File: src/rtl/pipe_hazard_ctrl_pkg.sv
// ----------------------------------------------------------------------------
// pipe_ctrl_pkg
// Shared types and constants for the pipeline stall/flush sequencer.
//   state_t : sequencer state (RUN / MDU_WAIT)
//   ctrl_t  : bundle of every pause/flush control the sequencer drives
//   REG_AW_DEF, X0 : register-index width default and the hard-wired zero
//                    register index
// ----------------------------------------------------------------------------
package pipe_ctrl_pkg;

    localparam int REG_AW_DEF = 5;
    localparam int X0         = 0;

    typedef enum logic {
        RUN      = 1'b0,
        MDU_WAIT = 1'b1
    } state_t;

    // All controls the sequencer drives, in one place so the priority logic
    // can clear them with a single default assignment.
    typedef struct packed {
        logic pc_pause;
        logic pc_flush;
        logic ifid_pause;
        logic ifid_flush;
        logic idex_pause;
        logic idex_flush;
        logic exmem_flush;
        logic mdu_busy;
    } ctrl_t;

endpackage

File: src/rtl/pipe_hazard_ctrl_if.sv
// ----------------------------------------------------------------------------
// pipe_hazard_ctrl_if
// Hazard information from the ID/EX stages and the pause/flush controls
// going back to the PC and pipeline registers.
//   modport master : pipeline datapath side (drives hazard info, receives
//                    controls)
//   modport slave  : sequencer side (pipe_hazard_ctrl)
// Optional macro PIPE_HAZARD_PERF_EN adds perf_stall_cyc / perf_flush_cnt.
// ----------------------------------------------------------------------------
interface pipe_hazard_ctrl_if
    import pipe_ctrl_pkg::*;
#(
    parameter int REG_AW = REG_AW_DEF
) ();

    // Hazard information
    logic [REG_AW-1:0] id_rs1;
    logic [REG_AW-1:0] id_rs2;
    logic              id_rs1_used;
    logic              id_rs2_used;
    logic [REG_AW-1:0] ex_rd;
    logic              ex_memread;
    logic              ex_redirect;
    logic              ex_mdu_start;

    // Controls
    logic pc_pause;
    logic pc_flush;
    logic ifid_pause;
    logic ifid_flush;
    logic idex_pause;
    logic idex_flush;
    logic exmem_flush;
    logic mdu_busy;

`ifdef PIPE_HAZARD_PERF_EN
    logic [31:0] perf_stall_cyc;
    logic [31:0] perf_flush_cnt;
`endif

    modport master (
        output id_rs1, id_rs2, id_rs1_used, id_rs2_used,
        output ex_rd, ex_memread, ex_redirect, ex_mdu_start,
        input  pc_pause, pc_flush, ifid_pause, ifid_flush,
        input  idex_pause, idex_flush, exmem_flush, mdu_busy
`ifdef PIPE_HAZARD_PERF_EN
        ,
        input  perf_stall_cyc, perf_flush_cnt
`endif
    );

    modport slave (
        input  id_rs1, id_rs2, id_rs1_used, id_rs2_used,
        input  ex_rd, ex_memread, ex_redirect, ex_mdu_start,
        output pc_pause, pc_flush, ifid_pause, ifid_flush,
        output idex_pause, idex_flush, exmem_flush, mdu_busy
`ifdef PIPE_HAZARD_PERF_EN
        ,
        output perf_stall_cyc, perf_flush_cnt
`endif
    );

endinterface

File: src/rtl/pipe_hazard_ctrl_hazard_detect.sv
// ----------------------------------------------------------------------------
// hazard_detect
// Combinational load-use compare: flags when the load in EX writes a register
// that the instruction in ID reads. Loads to x0 never hazard.
//   id_rs1, id_rs2           : ID source register indices
//   id_rs1_used, id_rs2_used : ID actually reads that source
//   ex_rd, ex_memread        : EX destination and "is a load"
//   lu                       : load-use hazard present
// ----------------------------------------------------------------------------
module hazard_detect
    import pipe_ctrl_pkg::*;
#(
    parameter int REG_AW = REG_AW_DEF
) (
    input  logic [REG_AW-1:0] id_rs1,
    input  logic [REG_AW-1:0] id_rs2,
    input  logic              id_rs1_used,
    input  logic              id_rs2_used,
    input  logic [REG_AW-1:0] ex_rd,
    input  logic              ex_memread,
    output logic              lu
);

    logic rs1_hit;
    logic rs2_hit;

    assign rs1_hit = id_rs1_used && (id_rs1 == ex_rd);
    assign rs2_hit = id_rs2_used && (id_rs2 == ex_rd);
    assign lu      = ex_memread && (ex_rd != REG_AW'(X0)) && (rs1_hit || rs2_hit);

endmodule

File: src/rtl/pipe_hazard_ctrl.sv
// ----------------------------------------------------------------------------
// pipe_hazard_ctrl
// Central stall/flush sequencer for the 5-stage pipeline. Resolves, in
// priority order: EX redirects, multi-cycle MDU holds, and load-use bubbles.
// Controls are combinational from state and inputs; rst low forces them all
// to 0.
//   clk  : pipeline clock
//   rst  : synchronous active-low reset
//   bus  : pipe_hazard_ctrl_if.slave (hazard info in, pause/flush out)
// Parameters:
//   MDU_LAT : total cycles an MDU op occupies EX (2..16)
//   REG_AW  : register-index width
// Optional macro PIPE_HAZARD_PERF_EN adds registered stall/flush counters.
// ----------------------------------------------------------------------------
module pipe_hazard_ctrl
    import pipe_ctrl_pkg::*;
#(
    parameter int MDU_LAT = 4,
    parameter int REG_AW  = REG_AW_DEF
) (
    input  logic                clk,
    input  logic                rst,
    pipe_hazard_ctrl_if.slave   bus
);

    localparam int              CNT_W    = $clog2(MDU_LAT);
    // The entry cycle is spent in RUN, so the wait covers MDU_LAT-1 cycles
    // and the counter runs MDU_LAT-2 .. 0.
    localparam logic [CNT_W-1:0] CNT_INIT = CNT_W'(MDU_LAT - 2);

    state_t           state;
    state_t           state_nxt;
    logic [CNT_W-1:0] cnt;
    logic [CNT_W-1:0] cnt_nxt;
    ctrl_t            ctrl;
    logic             lu;
    logic             mdu_defer;

    hazard_detect #(
        .REG_AW (REG_AW)
    ) u_hazard_detect (
        .id_rs1      (bus.id_rs1),
        .id_rs2      (bus.id_rs2),
        .id_rs1_used (bus.id_rs1_used),
        .id_rs2_used (bus.id_rs2_used),
        .ex_rd       (bus.ex_rd),
        .ex_memread  (bus.ex_memread),
        .lu          (lu)
    );

    // NOTE: state registers use non-blocking assignments so every flop
    // samples the pre-edge values of the others.
    always_ff @(posedge clk) begin
        if (!rst) begin
            state <= RUN;
            cnt   <= '0;
        end else begin
            state <= state_nxt;
            cnt   <= cnt_nxt;
        end
    end

    // An MDU op entering EX alongside a redirect is the older instruction;
    // the redirect waits until EX is released and presents it again.
    assign mdu_defer = (state == RUN) && bus.ex_mdu_start;

    always_comb begin
        // NOTE: every output of this block is defaulted first so no path
        // leaves one unassigned and infers a latch.
        ctrl      = '0;
        state_nxt = state;
        cnt_nxt   = cnt;

        if (!rst) begin
            // Everything held at 0; the flops are cleared by the register.
            state_nxt = RUN;
            cnt_nxt   = '0;
        end else if (bus.ex_redirect && !mdu_defer) begin
            ctrl.pc_flush   = 1'b1;
            ctrl.ifid_flush = 1'b1;
            ctrl.idex_flush = 1'b1;
            state_nxt       = RUN;
            cnt_nxt         = '0;
        end else if (mdu_defer) begin
            ctrl.pc_pause    = 1'b1;
            ctrl.ifid_pause  = 1'b1;
            ctrl.idex_pause  = 1'b1;
            ctrl.exmem_flush = 1'b1;
            state_nxt        = MDU_WAIT;
            cnt_nxt          = CNT_INIT;
        end else if (state == MDU_WAIT) begin
            ctrl.pc_pause    = 1'b1;
            ctrl.ifid_pause  = 1'b1;
            ctrl.idex_pause  = 1'b1;
            ctrl.exmem_flush = 1'b1;
            ctrl.mdu_busy    = 1'b1;
            if (cnt == '0) begin
                state_nxt = RUN;
            end else begin
                cnt_nxt = cnt - 1'b1;
            end
        end else if (lu) begin
            // One bubble: the load moves to MEM next cycle and lu clears.
            ctrl.pc_pause   = 1'b1;
            ctrl.ifid_pause = 1'b1;
            ctrl.idex_flush = 1'b1;
        end
    end

    assign bus.pc_pause    = ctrl.pc_pause;
    assign bus.pc_flush    = ctrl.pc_flush;
    assign bus.ifid_pause  = ctrl.ifid_pause;
    assign bus.ifid_flush  = ctrl.ifid_flush;
    assign bus.idex_pause  = ctrl.idex_pause;
    assign bus.idex_flush  = ctrl.idex_flush;
    assign bus.exmem_flush = ctrl.exmem_flush;
    assign bus.mdu_busy    = ctrl.mdu_busy;

`ifdef PIPE_HAZARD_PERF_EN
    logic [31:0] perf_stall_cyc;
    logic [31:0] perf_flush_cnt;

    // Free-running, wrap at 2^32.
    always_ff @(posedge clk) begin
        if (!rst) begin
            perf_stall_cyc <= '0;
            perf_flush_cnt <= '0;
        end else begin
            perf_stall_cyc <= perf_stall_cyc + 32'(ctrl.pc_pause);
            perf_flush_cnt <= perf_flush_cnt + 32'(ctrl.pc_flush);
        end
    end

    assign bus.perf_stall_cyc = perf_stall_cyc;
    assign bus.perf_flush_cnt = perf_flush_cnt;
`endif

    // EX is frozen during an MDU wait, so a redirect there is a pipeline bug.
    a_no_redirect_in_wait : assert property (
        @(posedge clk) disable iff (!rst) !(state == MDU_WAIT && bus.ex_redirect)
    );

    a_pc_excl : assert property (
        @(posedge clk) !(ctrl.pc_pause && ctrl.pc_flush)
    );

    a_ifid_excl : assert property (
        @(posedge clk) !(ctrl.ifid_pause && ctrl.ifid_flush)
    );

endmodule
File: src/flat_wrapper.sv
// flat-port wrapper written by rule: the top's interface ports become plain ports
module pipe_hazard_ctrl_flat import pipe_ctrl_pkg::*;
#(
    parameter int MDU_LAT = 4,
    parameter int REG_AW  = REG_AW_DEF
)
  (clk, rst, bus_id_rs1, bus_id_rs2, bus_id_rs1_used, bus_id_rs2_used, bus_ex_rd, bus_ex_memread, bus_ex_redirect, bus_ex_mdu_start, bus_pc_pause, bus_pc_flush, bus_ifid_pause, bus_ifid_flush, bus_idex_pause, bus_idex_flush, bus_exmem_flush, bus_mdu_busy);
  pipe_hazard_ctrl_if #(.REG_AW(REG_AW)) bus_i ();
  input  logic clk;
  input  logic rst;
  input wire logic [$bits(bus_i.id_rs1)-1:0] bus_id_rs1;
  input wire logic [$bits(bus_i.id_rs2)-1:0] bus_id_rs2;
  input wire logic [$bits(bus_i.id_rs1_used)-1:0] bus_id_rs1_used;
  input wire logic [$bits(bus_i.id_rs2_used)-1:0] bus_id_rs2_used;
  input wire logic [$bits(bus_i.ex_rd)-1:0] bus_ex_rd;
  input wire logic [$bits(bus_i.ex_memread)-1:0] bus_ex_memread;
  input wire logic [$bits(bus_i.ex_redirect)-1:0] bus_ex_redirect;
  input wire logic [$bits(bus_i.ex_mdu_start)-1:0] bus_ex_mdu_start;
  output wire logic [$bits(bus_i.pc_pause)-1:0] bus_pc_pause;
  output wire logic [$bits(bus_i.pc_flush)-1:0] bus_pc_flush;
  output wire logic [$bits(bus_i.ifid_pause)-1:0] bus_ifid_pause;
  output wire logic [$bits(bus_i.ifid_flush)-1:0] bus_ifid_flush;
  output wire logic [$bits(bus_i.idex_pause)-1:0] bus_idex_pause;
  output wire logic [$bits(bus_i.idex_flush)-1:0] bus_idex_flush;
  output wire logic [$bits(bus_i.exmem_flush)-1:0] bus_exmem_flush;
  output wire logic [$bits(bus_i.mdu_busy)-1:0] bus_mdu_busy;
  assign bus_i.id_rs1 = bus_id_rs1;
  assign bus_i.id_rs2 = bus_id_rs2;
  assign bus_i.id_rs1_used = bus_id_rs1_used;
  assign bus_i.id_rs2_used = bus_id_rs2_used;
  assign bus_i.ex_rd = bus_ex_rd;
  assign bus_i.ex_memread = bus_ex_memread;
  assign bus_i.ex_redirect = bus_ex_redirect;
  assign bus_i.ex_mdu_start = bus_ex_mdu_start;
  assign bus_pc_pause = bus_i.pc_pause;
  assign bus_pc_flush = bus_i.pc_flush;
  assign bus_ifid_pause = bus_i.ifid_pause;
  assign bus_ifid_flush = bus_i.ifid_flush;
  assign bus_idex_pause = bus_i.idex_pause;
  assign bus_idex_flush = bus_i.idex_flush;
  assign bus_exmem_flush = bus_i.exmem_flush;
  assign bus_mdu_busy = bus_i.mdu_busy;
  pipe_hazard_ctrl #(.MDU_LAT(MDU_LAT), .REG_AW(REG_AW)) u_core (.clk(clk), .rst(rst), .bus(bus_i));
endmodule
File: config.mk
export PLATFORM = sky130hd
export DESIGN_NAME = pipe_hazard_ctrl_flat
export DESIGN_NICKNAME = d
export VERILOG_FILES = /design/src/rtl/pipe_hazard_ctrl_pkg.sv /design/src/rtl/pipe_hazard_ctrl_if.sv /design/src/rtl/pipe_hazard_ctrl_hazard_detect.sv /design/src/rtl/pipe_hazard_ctrl.sv /design/src/flat_wrapper.sv
export SDC_FILE = /design/constraint.sdc
export NUM_CORES = 1
export LEC_CHECK = 0
export ABC_AREA = 1
export BUFFER_PORTS_ARGS = -buffer_cell sky130_fd_sc_hd__buf_2
export CORE_AREA = 8 8 45 47
export CTS_BUF_LIST = sky130_fd_sc_hd__clkbuf_4 sky130_fd_sc_hd__clkbuf_8
export CTS_CLUSTER_SIZE = 25
export DETAILED_ROUTE_END_ITERATION = 10
export DIE_AREA = 0 0 53 55
export GPL_TIMING_DRIVEN = 0
export HOLD_SLACK_MARGIN = 0.02
export SLEW_MARGIN = 30
export SYNTH_ARGS = -nofsm -noshare
export SYNTH_HDL_FRONTEND = slang
export SYNTH_SLANG_ARGS = --single-unit
File: constraint.sdc
create_clock -name clk -period 1.3 [get_ports clk]
set_input_delay 0.26 -clock clk [delete_from_list [all_inputs] [get_ports clk]]
set_output_delay 0.26 -clock clk [all_outputs]
set_load 0.01 [all_outputs]
==> flow_metrics.tcl <==
set metrics [dict create \
    clock_sinks 3 \
    finClkSkew_ps 1.517 \
    yosysTopAreaCell "nand2_1" \
    vias 611 \
    clock_latency_ps 230 \
    cp.buffers_inverters 3 \
    die_x_um 53 \
    drc 0 \
    cts_hold_buf 0 \
    syn-cell-area_um2 405.4 \
    h-tree-depth 1 \
    synth_fp_nets 105 \
    initial_core_util 0.2929 \
    power_w 0.0004955 \
    hold_class "in -> reg" \
    pwr-share-comb 0.426 \
    cp_slowest_cell "dfxtp_4" \
    cts_made_buffers 3 \
    p_int_w 0.0003444 \
    grt_pass1_wl_um 2208 \
    timing.final.hold_violations 0 \
    start_kind "flop" \
    clock_power_share 0.366 \
    critPathMaxFanout 4 \
    violations "setup timing" \
    io_pins 30 \
    viasPerCell 4.428 \
    fin_crit_sh 1.106 \
    cp_data_arrival_time_ps 1180 \
    antenna_cells 0 \
    clk_pin_slew_ps 40 \
    slowest_delay_ps 360 \
    cp-startpoint "u_core.state$_SDFF_PP0_" \
    critPathRequiredTime_ps 1040 \
    fin_crit_ps 1438 \
    clock_path_buffers 2 \
    path_common_cell "nand2_4" \
    cp-end-kind "output port" \
    dr.pass1.iters 4 \
    rsz0062_at_grt "yes" \
    dieArea_mm2 0.002915 \
    area_growth_syn_to_layout_pct 91.36 \
    yosysUniqueCellTypes 14 \
    drt_iter0_drc 7 \
    cap_violations 0 \
    synth_seq_cells 3 \
    rr_worst_depth 7 \
    final_max_slew_viol_count 0 \
    worst_pin_slew_ps 236.1 \
    grt-ovfl-total 0 \
    fin_area_um2 775.7 \
    cp_top_family "flip-flops" \
    sw_frac_of_total 0.3050 \
    syn_avg_cell_area_um2 4.884 \
    p_seq_frac 0.207 \
    dp_hpwl_um 1053 \
    dpl-instance-area_um2 579.3 \
    r2r_start "u_core.state$_SDFF_PP0_" \
    ys_top_cells_by_area "nand2_1 (31%), dfxtp_1 (15%), inv_1 (14%)" \
    max_freq_mhz 695.3 \
    ant_nets 0 \
    grt_max_degree 5 \
    gp_congestion 0.7737 \
    crit_type "reg -> out" \
    synth_top_area_share 0.3056 \
    cts_tree "built" \
    p_sw_w 0.0001511 \
    setup_viol 6 \
    final_nets 145 \
    antenna_found_initial 0 \
    core_mm2 0.001384 \
    r2r_end "u_core.cnt[0]$_SDFFE_PP0P_" \
    ys_seq_area_frac 0.1481 \
    power.density_mw_per_mm2 638.8 \
    totalWireLength_um 1362 \
    outcome "finished with violations" \
    wire_per_inst_um 9.870 \
    p_leak_nw 0.4588 \
    vdd_drop_max_uv 309.7 \
    grt_pass1_vias 581 \
    std_cell_rows 14 \
    grt_usage 0.1005 \
    clockRootBuffer "clkbuf_4" \
    placement.io_buffers 29 \
    die_h_um 55 \
    r2r_setup_slack_ps 120 \
    yosysWarnings 0 \
    timing.critical_path.to "bus_mdu_busy" \
    crit_chain "inv_4, nand2_4, nand2_4, nand2_4, buf_4, nor2_1, buf_2" \
    crit_cells 7 \
    syn_inst 83 \
    drive_gt1_frac 0.5082 \
    slew_headroom 0.8426 \
    setup_ws_ps -138.1 \
]
## synthesized netlist by cell type
| master | instances |
|---|---|
| nand2_1 | 33 |
| inv_1 | 15 |
| nor2_1 | 11 |
| a21oi_1 | 3 |
| buf_4 | 3 |
| dfxtp_1 | 3 |
| inv_2 | 3 |
| nand3_1 | 3 |
| a211oi_1 | 2 |
| nand2_2 | 2 |
| o21ai_0 | 2 |
| a221oi_1 | 1 |
| nand4_1 | 1 |
| o21bai_1 | 1 |
## logic make-up after synthesis
logic type | after synthesis | share of synthesized area
AND/OR/NAND/NOR | 50 | 0.4907
flip-flops | 3 | 0.1482
buffers and inverters | 21 | 0.2222
AO/OA/AOI/OAI | 9 | 0.1389
## metal layers
layer	wire length, um	share of wire	global-route usage	up-vias
met4	19	0.014	0.07759	0
li1	-	-	-	327
met2	707	0.52	0.1719	21
met5	0	0	0	-
met3	98	0.072	0.02941	2
met1	535	0.39	0.1017	261
## power groups by stage
stage / Sequential (W) / Combinational [W] / Clock [W]
2_1_floorplan: 0.000103 / 0.0000843 / 0
3_3_place_gp: 0.000103 / 0.000148 / 0
3_5_place_dp: 0.000103 / 0.000150 / 0
4_1_cts: 0.000102 / 0.000187 / 0.000191
5_1_grt: 0.000104 / 0.000236 / 0.000203
6_report: 0.000103 / 0.000211 / 0.000182
## worst min-delay path by stage
stage,start,end,slack (ps),cells after the start
6_report,bus_ex_mdu_start,u_core.cnt[0]$_SDFFE_PP0P_,350,2
3_5_place_dp,u_core.cnt[0]$_SDFFE_PP0P_,u_core.cnt[0]$_SDFFE_PP0P_,490,2
5_1_grt,bus_ex_mdu_start,u_core.cnt[0]$_SDFFE_PP0P_,350,2
3_3_place_gp,u_core.cnt[0]$_SDFFE_PP0P_,u_core.cnt[1]$_SDFFE_PP0P_,480,2
2_1_floorplan,bus_ex_mdu_start,u_core.cnt[0]$_SDFFE_PP0P_,370,1
4_1_cts,bus_ex_mdu_start,u_core.cnt[0]$_SDFFE_PP0P_,320,2
## state kept, by name, summed over array words and instances, names as in the netlist
signal / count
u_core.cnt: 2
u_core.state: 1
## metrics by stage
stage	hold WS (ps)	utilization	TNS (ps)	std cells	setup slack (ps)
6_report	350.5	0.5606	-489.6	138	-138.1
5_1_grt	345.1	0.5606	-1149	138	-204.7
4_1_cts	321.6	0.5099	-660.7	138	-149.2
3_5_place_dp	492.5	0.4186	-380.5	128	-181.4
3_3_place_gp	479.7	0.4186	-459.9	128	-208.1
2_1_floorplan	372.5	-	0	83	9.699
## cells in the final DEF, fill, tap and decap left out
| master | n |
|---|---|
| o21ai_0 | 2 |
| nor2_1 | 9 |
| buf_8 | 1 |
| buf_6 | 10 |
| a21oi_1 | 2 |
| inv_2 | 6 |
| a21oi_2 | 1 |
| nand2_2 | 4 |
| dfxtp_1 | 2 |
| buf_2 | 19 |
| o21bai_1 | 1 |
| a221oi_1 | 1 |
| nand4_1 | 1 |
| buf_4 | 8 |
| nand2_4 | 3 |
| nand2_1 | 28 |
| clkbuf_4 | 4 |
| inv_4 | 2 |
| a211oi_1 | 1 |
| nand3_1 | 3 |
| dfxtp_4 | 1 |
| inv_1 | 10 |
| nor2_4 | 2 |
| a211oi_2 | 1 |
## worst register-to-register path, delay by kind of cell (launching register included)
| family | cells | cell delay [ps] |
|---|---|---|
| DFF | 1 | 360 |
| AOI/OAI and AO/OA | 1 | 210 |
| and+or+nand+nor | 3 | 180 |
| buffers and inverters | 3 | 330 |
## timing repair
| action | CTS | global route |
|---|---|---|
| setup buffers | 6 | 0 |
| resized for setup | 17 | 19 |
| endpoints found under the setup margin | 8 | 9 |
| cloned | 0 | 0 |
| pin swaps | 11 | 18 |
## final cells by class
| class | count | area [um^2] |
|---|---|---|
| multi-input cells | 59 | 306.5 |
| fillers | 156 | 608.1 |
| flip-flops and latches | 3 | 63.81 |
| repair buffers | 35 | 256.5 |
| inverters | 18 | 72.57 |
| well taps | 16 | 20.02 |
| clock buffers | 4 | 30.03 |
| plain buffers | 3 | 26.28 |
Note: power is estimated with default switching activity, not from simulation.
